==> config.mk <==
export PLATFORM = sky130hd
export DESIGN_NAME = uart_tx_scheduler
export DESIGN_NICKNAME = d
export VERILOG_FILES = /design/src/rtl/uart_pkg.sv /design/src/rtl/uart_tx_scheduler_rr_arbiter.sv /design/src/rtl/uart_tx_scheduler.sv
export SDC_FILE = /design/constraint.sdc
export NUM_CORES = 1
export LEC_CHECK = 0
export CAP_MARGIN = 20
export CORE_ASPECT_RATIO = 1.2
export CORE_UTILIZATION = 40
export CTS_BUF_LIST = sky130_fd_sc_hd__clkbuf_8
export DETAILED_ROUTE_END_ITERATION = 16
export GPL_TIMING_DRIVEN = 0
export SYNTH_ARGS = -nofsm -noshare
export SYNTH_HDL_FRONTEND = slang
export SYNTH_SLANG_ARGS = --single-unit
==> constraint.sdc <==
create_clock -name i_CLK -period 3 [get_ports i_CLK]
set_clock_uncertainty 0.2 [all_clocks]
set_input_delay 0.6 -clock i_CLK [delete_from_list [all_inputs] [get_ports i_CLK]]
set_output_delay 0.6 -clock i_CLK [all_outputs]
set_load 0.005 [all_outputs]
==> src/rtl/uart_pkg.sv <==
// -----------------------------------------------------------------------------
// uart_pkg
// Constants shared by the UART transmit scheduler and the rest of the UART
// subsystem (the RX side uses CLKS_PER_BIT_9600 too).
//   UART_DATA_BITS    : payload bits per 8N1 frame
//   CLKS_PER_BIT_9600 : system clocks per bit at 9600 baud
//   ST_*              : transmit FSM state encoding
//   idx_w()           : index width for n items, never less than 1
// -----------------------------------------------------------------------------
package uart_pkg;

    localparam int UART_DATA_BITS    = 8;
    localparam int CLKS_PER_BIT_9600 = 1250;

    localparam logic [1:0] ST_IDLE  = 2'd0;
    localparam logic [1:0] ST_START = 2'd1;
    localparam logic [1:0] ST_DATA  = 2'd2;
    localparam logic [1:0] ST_STOP  = 2'd3;

    function automatic int idx_w(input int n);
        return (n > 1) ? $clog2(n) : 1;
    endfunction

endpackage

==> src/rtl/uart_tx_scheduler_rr_arbiter.sv <==
// -----------------------------------------------------------------------------
// rr_arbiter
// Combinational round-robin select with a lock override.
//   valid        : per-requester request
//   ptr          : last round-robin winner; search starts at ptr+1
//   lock_active  : a requester currently holds the lock
//   lock_id      : lock holder index
//   gnt_onehot   : one-hot winner (all zero when nobody is valid)
//   gnt_idx      : winner index
//   gnt_any      : some requester won
//   gnt_via_lock : the win came from the lock, not from round-robin
// -----------------------------------------------------------------------------
module rr_arbiter
    import uart_pkg::*;
#(
    parameter int NUM_REQ = 2,
    parameter int IDX_W   = idx_w(NUM_REQ)
) (
    input  logic [NUM_REQ-1:0] valid,
    input  logic [IDX_W-1:0]   ptr,
    input  logic               lock_active,
    input  logic [IDX_W-1:0]   lock_id,
    output logic [NUM_REQ-1:0] gnt_onehot,
    output logic [IDX_W-1:0]   gnt_idx,
    output logic               gnt_any,
    output logic               gnt_via_lock
);

    logic [IDX_W-1:0] cand;

    always_comb begin
        gnt_onehot   = '0;
        gnt_idx      = '0;
        gnt_any      = 1'b0;
        gnt_via_lock = 1'b0;
        cand         = '0;
        if (lock_active && valid[lock_id]) begin
            gnt_any      = 1'b1;
            gnt_via_lock = 1'b1;
            gnt_idx      = lock_id;
        end else begin
            // Walk ptr+1, ptr+2, ... wrapping; ptr itself is checked last.
            for (int i = 1; i <= NUM_REQ; i++) begin
                cand = IDX_W'((int'(ptr) + i) % NUM_REQ);
                if (!gnt_any && valid[cand]) begin
                    gnt_any = 1'b1;
                    gnt_idx = cand;
                end
            end
        end
        if (gnt_any) begin
            gnt_onehot[gnt_idx] = 1'b1;
        end
    end

endmodule

==> src/rtl/uart_tx_scheduler.sv <==
// -----------------------------------------------------------------------------
// uart_tx_scheduler
// Shares one UART TX line between NUM_REQ byte producers. A round-robin
// arbiter (with optional lock for multi-byte messages) picks one requester per
// frame; the FSM sends 8N1 frames at CLKS_PER_BIT clocks per bit.
//   i_CLK, i_RST_N : clock, asynchronous active-low reset
//   i_REQ_VALID    : per-requester byte valid (hold with data until ready)
//   i_REQ_DATA     : packed bytes, requester k at [8k+7:8k]
//   i_REQ_LOCK     : keep ownership after the current frame
//   o_REQ_READY    : one-hot accept strobe, only in IDLE
//   o_GRANT_ID     : current or last owner
//   o_BUSY         : frame in progress
//   o_UART_TXD     : serial line, idle high
// -----------------------------------------------------------------------------
module uart_tx_scheduler
    import uart_pkg::*;
#(
    parameter int NUM_REQ      = 2,
    parameter int CLKS_PER_BIT = CLKS_PER_BIT_9600,
    parameter int DATA_W       = UART_DATA_BITS
) (
    input  logic                        i_CLK,
    input  logic                        i_RST_N,
    input  logic [NUM_REQ-1:0]          i_REQ_VALID,
    input  logic [NUM_REQ*DATA_W-1:0]   i_REQ_DATA,
    input  logic [NUM_REQ-1:0]          i_REQ_LOCK,
    output logic [NUM_REQ-1:0]          o_REQ_READY,
    output logic [idx_w(NUM_REQ)-1:0]   o_GRANT_ID,
    output logic                        o_BUSY,
    output logic                        o_UART_TXD
);

    localparam int IDX_W = idx_w(NUM_REQ);
    localparam int CNT_W = idx_w(CLKS_PER_BIT);
    localparam int BIT_W = idx_w(UART_DATA_BITS);

    localparam logic [CNT_W-1:0] BAUD_LAST = CNT_W'(CLKS_PER_BIT - 1);
    localparam logic [BIT_W-1:0] BIT_LAST  = BIT_W'(UART_DATA_BITS - 1);

    if (DATA_W != UART_DATA_BITS) begin : g_bad_data_w
        $error("uart_tx_scheduler: DATA_W must be 8");
    end

    logic [1:0]         state;
    logic [CNT_W-1:0]   baud_cnt;
    logic [BIT_W-1:0]   bit_cnt;
    logic [DATA_W-1:0]  shreg;
    logic               txd;
    logic [IDX_W-1:0]   grant_id;
    logic [IDX_W-1:0]   rr_ptr;
    logic [IDX_W-1:0]   lock_id;
    logic               lock_active;
    logic               via_lock_q;
    logic               run_en;

    logic [NUM_REQ-1:0] arb_oh;
    logic [IDX_W-1:0]   arb_idx;
    logic               arb_any;
    logic               arb_via_lock;
    logic               accept;
    logic               baud_done;
    logic [DATA_W-1:0]  sel_byte;

    rr_arbiter #(
        .NUM_REQ (NUM_REQ),
        .IDX_W   (IDX_W)
    ) u_arb (
        .valid        (i_REQ_VALID),
        .ptr          (rr_ptr),
        .lock_active  (lock_active),
        .lock_id      (lock_id),
        .gnt_onehot   (arb_oh),
        .gnt_idx      (arb_idx),
        .gnt_any      (arb_any),
        .gnt_via_lock (arb_via_lock)
    );

    // run_en holds off accepts until the first clock after reset release,
    // so ready stays low for the whole time reset is asserted.
    assign accept    = run_en && (state == ST_IDLE) && arb_any;
    assign baud_done = (baud_cnt == BAUD_LAST);

    always_comb begin
        sel_byte = '0;
        for (int k = 0; k < NUM_REQ; k++) begin
            if (arb_idx == IDX_W'(k)) begin
                sel_byte = i_REQ_DATA[k*DATA_W +: DATA_W];
            end
        end
    end

    always_ff @(posedge i_CLK or negedge i_RST_N) begin
        if (!i_RST_N) begin
            state       <= ST_IDLE;
            baud_cnt    <= '0;
            bit_cnt     <= '0;
            shreg       <= '0;
            txd         <= 1'b1;
            grant_id    <= '0;
            rr_ptr      <= IDX_W'(NUM_REQ - 1);   // requester 0 searched first
            lock_id     <= '0;
            lock_active <= 1'b0;
            via_lock_q  <= 1'b0;
            run_en      <= 1'b0;
        end else begin
            run_en <= 1'b1;
            case (state)
                ST_IDLE: begin
                    // A lock holder that stops requesting gives up the lock.
                    if (lock_active && !i_REQ_VALID[lock_id]) begin
                        lock_active <= 1'b0;
                    end
                    if (accept) begin
                        state      <= ST_START;
                        baud_cnt   <= '0;
                        txd        <= 1'b0;
                        shreg      <= sel_byte;
                        grant_id   <= arb_idx;
                        via_lock_q <= arb_via_lock;
                    end
                end
                ST_START: begin
                    if (baud_done) begin
                        baud_cnt <= '0;
                        bit_cnt  <= '0;
                        txd      <= shreg[0];
                        state    <= ST_DATA;
                    end else begin
                        baud_cnt <= baud_cnt + 1'b1;
                    end
                end
                ST_DATA: begin
                    if (baud_done) begin
                        baud_cnt <= '0;
                        if (bit_cnt == BIT_LAST) begin
                            txd   <= 1'b1;
                            state <= ST_STOP;
                        end else begin
                            bit_cnt <= bit_cnt + 1'b1;
                            shreg   <= {1'b0, shreg[DATA_W-1:1]};
                            txd     <= shreg[1];
                        end
                    end else begin
                        baud_cnt <= baud_cnt + 1'b1;
                    end
                end
                ST_STOP: begin
                    if (baud_done) begin
                        baud_cnt    <= '0;
                        state       <= ST_IDLE;
                        lock_active <= i_REQ_LOCK[grant_id];
                        lock_id     <= grant_id;
                        // Locked frames do not move the round-robin pointer.
                        if (!via_lock_q) begin
                            rr_ptr <= grant_id;
                        end
                    end else begin
                        baud_cnt <= baud_cnt + 1'b1;
                    end
                end
                default: state <= ST_IDLE;
            endcase
        end
    end

    assign o_REQ_READY = accept ? arb_oh : '0;
    assign o_GRANT_ID  = grant_id;
    assign o_BUSY      = (state != ST_IDLE);
    assign o_UART_TXD  = txd;

endmodule

==> impl_metrics.env <==
export IMPL_whs_ps=168
export IMPL_yosysWarnings=0
export IMPL_placed_area_um2=2370
export IMPL_crit_chain="clkdlybuf4s50_1, clkbuf_2, inv_1, a31oi_4, nor2_1, clkdlybuf4s50_1"
export IMPL_p_int_uw=611
export IMPL_ys_ff_latch=31
export IMPL_rows=28
export IMPL_cts_tree="built"
export IMPL_run_status="complete, no violations"
export IMPL_antenna_found_initial=0
export IMPL_die_area_um2=5380
export IMPL_clockBufferDepth=2
export IMPL_finalHoldViolations=0
export IMPL_seqCellArea_um2=778
export IMPL_fin_crit_sh_pct=96.3
export IMPL_synthFlopType="dfrtp_1"
export IMPL_startpoint_type="input port"
export IMPL_seqPwrFrac_pct=52.8
export IMPL_fp_dieH_um=80.2
export IMPL_syn_area_um2=2040
export IMPL_worstPathMaxFanout=10
export IMPL_final_util_pct=50.5
export IMPL_floorplan_initialDensity_pct=41.5
export IMPL_clk_latency_ps=280
export IMPL_maxSlewViolCount=0
export IMPL_postSynth_asyncResetShare_pct=100
export IMPL_netSwitchingFraction_pct=22.9
export IMPL_cts_sinks=31
export IMPL_vias_per_cell=5.50
export IMPL_finalWeightedCongestion=0.726
export IMPL_dieWidth_um=67.1
export IMPL_startpoint="i_REQ_VALID[1]"
export IMPL_critPathRequiredTime_ps=2200
export IMPL_p_total_uw=794
export IMPL_slowest_stage="clkdlybuf4s50_1"
export IMPL_vias=1655
export IMPL_root_buffer="clkbuf_8"
export IMPL_grt_use_total_pct=19.1
export IMPL_grt_use_met1_pct=23.9
export IMPL_dr_pass1_iters=4
export IMPL_area_growth_pct=21.5
export IMPL_drc=0
export IMPL_crit_top_cell="clkdlybuf4s50_1"
export IMPL_nets=271
export IMPL_wl_per_cell_um=15.0
export IMPL_seq_area_frac_synth_pct=38.2
export IMPL_path_class="in2out"
export IMPL_p_clk_share_pct=39.0
export IMPL_layout_min_cycle_time_ps=2890
export IMPL_fp_coreArea_um2=4900
export IMPL_grt_busiest_layer="met2"
export IMPL_drtIter0Drc=56
export IMPL_worstSetupEndpointType="primary output"
export IMPL_numCtsBuffers=5
export IMPL_reg2regPathDepth=9
export IMPL_holdCritPathClass="in2async"
export IMPL_final_setup_viol_count=0
export IMPL_reg2reg_from="state[0]"
export IMPL_drtAntennaViolNets=0
export IMPL_pwr_density_cell_nw_per_um2=321
export IMPL_grt_util_met2_pct=31.9
export IMPL_combinationalPowerShare_pct=8.2
export IMPL_io_buffers=26
export IMPL_synth_edff_count=0
export IMPL_multiInputGateArea_um2=1150
export IMPL_leakagePower_nw=1.06
export IMPL_dp_hpwl_um=3270
export IMPL_critical_path_arrival_ps=2090
export IMPL_synth_area_per_cell_um2=9.94
export IMPL_p_sw_uw=182
export IMPL_tightest_slew_ps=722
export IMPL_max_freq_mhz=346
export IMPL_slew_headroom_pct=51.8
export IMPL_drive_gt1_share_pct=20.3
export IMPL_first_global_vias=1593
export IMPL_num_io_pins=27
export IMPL_synthesis_instances=205
export IMPL_stdcell_area_um2=2470
export IMPL_grt_setup_unrepaired="false"
export IMPL_grt_pass1_wl_um=7590
export IMPL_drt_total_wl_um=4520
export IMPL_cap_violations=0
export IMPL_grt_max_degree=32
export IMPL_gr_total_overflow=0
export IMPL_fillCellCount=492
export IMPL_synth_distinct_cells=53
export IMPL_use_met3_pct=3.55
export IMPL_ir_drop_uv=190
export IMPL_max_stage_delay_ps=510
export IMPL_antenna_cells=0
export IMPL_synth_fp_nets=236
export IMPL_h_tree_depth=2
export IMPL_clkTransAtPathRegs_ps=70
==> power by group through the flow <==
| stage | registers, mW | logic [mW] | clock network (mW) |
|---|---|---|---|
| 2_1_floorplan | 0.427 | 0.0221 | 0 |
| 3_3_place_gp | 0.427 | 0.0652 | 0 |
| 3_5_place_dp | 0.427 | 0.0640 | 0 |
| 4_1_cts | 0.419 | 0.0666 | 0.318 |
| 5_1_grt | 0.419 | 0.0720 | 0.340 |
| 6_report | 0.419 | 0.0651 | 0.309 |
==> registers in the layout, indices dropped and copies added (netlist names) <==
name / flops
baud_cnt: 11
shreg: 8
bit_cnt: 3
state: 2
lock_active: 1
lock_id: 1
o_GRANT_ID: 1
o_UART_TXD: 1
rr_ptr: 1
run_en: 1
via_lock_q: 1
==> worst max-delay path: cells and delay by family <==
kind,cells,cell delay (ps)
AND/OR/NAND/NOR,1,50
AO/OA/AOI/OAI,1,150
buffers and inverters,4,1280
==> area by class of cell <==
cell class	instances	share of cell area [%]
clock inverters	3	0.506
repair buffers	28	10.9
multi-input cells	151	46.4
inverters	13	1.97
well taps	60	3.03
plain buffers	10	2.98
flip-flops and latches	31	31.4
clock buffers	5	2.78
==> per-stage QoR <==
step	std cells	worst slack, ps	setup TNS [ps]
global placement	291	-352	-352
finish	301	111	0
CTS	300	26.8	0
global route	301	12.0	0
detailed placement	291	-317	-317
floorplan	205	892	0
==> layer usage <==
layer / routed length [µm] / vias up
met5: 0 / -
met1: 2060 / 787
li1: - / 827
met2: 2170 / 36
met4: 68 / 0
met3: 218 / 5
==> kinds of logic after synthesis <==
family                   share of synthesized area [%]
other                                            0.184
multiplexers                                      10.0
AND/OR/NAND/NOR                                   19.1
XOR/XNOR                                         0.860
buffers and inverters                             5.90
AO/OA/AOI/OAI                                     20.2
adder cells (fa/ha/maj)                           5.53
flip-flops                                        38.2
==> Yosys cell counts (2+ instances only) <==
master / count / area share (%)
xnor2_1: 2 / 0.86
mux2i_1: 2 / 0.98
o311ai_0: 6 / 2.6
mux2_2: 6 / 3.3
o211ai_1: 4 / 1.5
inv_1: 13 / 2.4
or3_1: 2 / 0.61
dfrtp_1: 29 / 36
a31oi_1: 3 / 0.92
o21ai_0: 10 / 2.5
nand2_1: 21 / 3.9
buf_2: 2 / 0.49
nand4_1: 3 / 0.92
nand3_1: 5 / 1.2
a31o_2: 8 / 3.4
dfstp_2: 2 / 2.6
clkbuf_8: 2 / 1.4
a21o_1: 2 / 0.74
mux2_4: 7 / 5.2
ha_1: 9 / 5.5
clkbuf_1: 4 / 0.74
a22o_1: 8 / 3.4
nor2_1: 14 / 2.6
nor3_1: 3 / 0.74
nand3b_1: 7 / 2.6
or2_1: 2 / 0.61
nor2b_1: 2 / 0.61
a21oi_1: 2 / 0.49
==> worst paths after layout <==
check,slack [ps],endpoint
setup / recovery,110,o_REQ_READY[0]
hold reg to reg,280,via_lock_q
min in group i_CLK,280,via_lock_q
setup reg to reg,570,shreg[5]
hold / removal,170,o_GRANT_ID
max in group asynchronous,1960,baud_cnt[4]
==> cells in the final DEF, fill, tap and decap left out, drive strengths merged, types with 2 or more instances in the layout <==
| cell | count |
|---|---|
| nand4 | 3 |
| buf | 6 |
| and3 | 2 |
| or3 | 2 |
| xnor2 | 2 |
| a31o | 8 |
| ha | 9 |
| dfstp | 2 |
| nor2 | 14 |
| o211ai | 4 |
| nand3 | 6 |
| a22o | 8 |
| nand3b | 7 |
| mux2 | 14 |
| a21oi | 2 |
| nand2 | 21 |
| nor3 | 4 |
| a2111oi | 2 |
| a21o | 2 |
| dfrtp | 29 |
| clkbuf | 12 |
| a31oi | 4 |
| mux2i | 2 |
| or2 | 3 |
| clkdlybuf4s50 | 25 |
| o311ai | 7 |
| o21ai | 11 |
| inv | 15 |
| nor2b | 2 |
==> timing repair <==
| item | CTS | global route |
|---|---|---|
| pin swaps | 0 | 1 |
| setup endpoints to repair | 2 | 2 |
| hold buffers | 0 | 0 |
| buffers inserted | 1 | 1 |
| gates resized for setup | 3 | 0 |
Note: power is estimated with default switching activity, not from simulation.
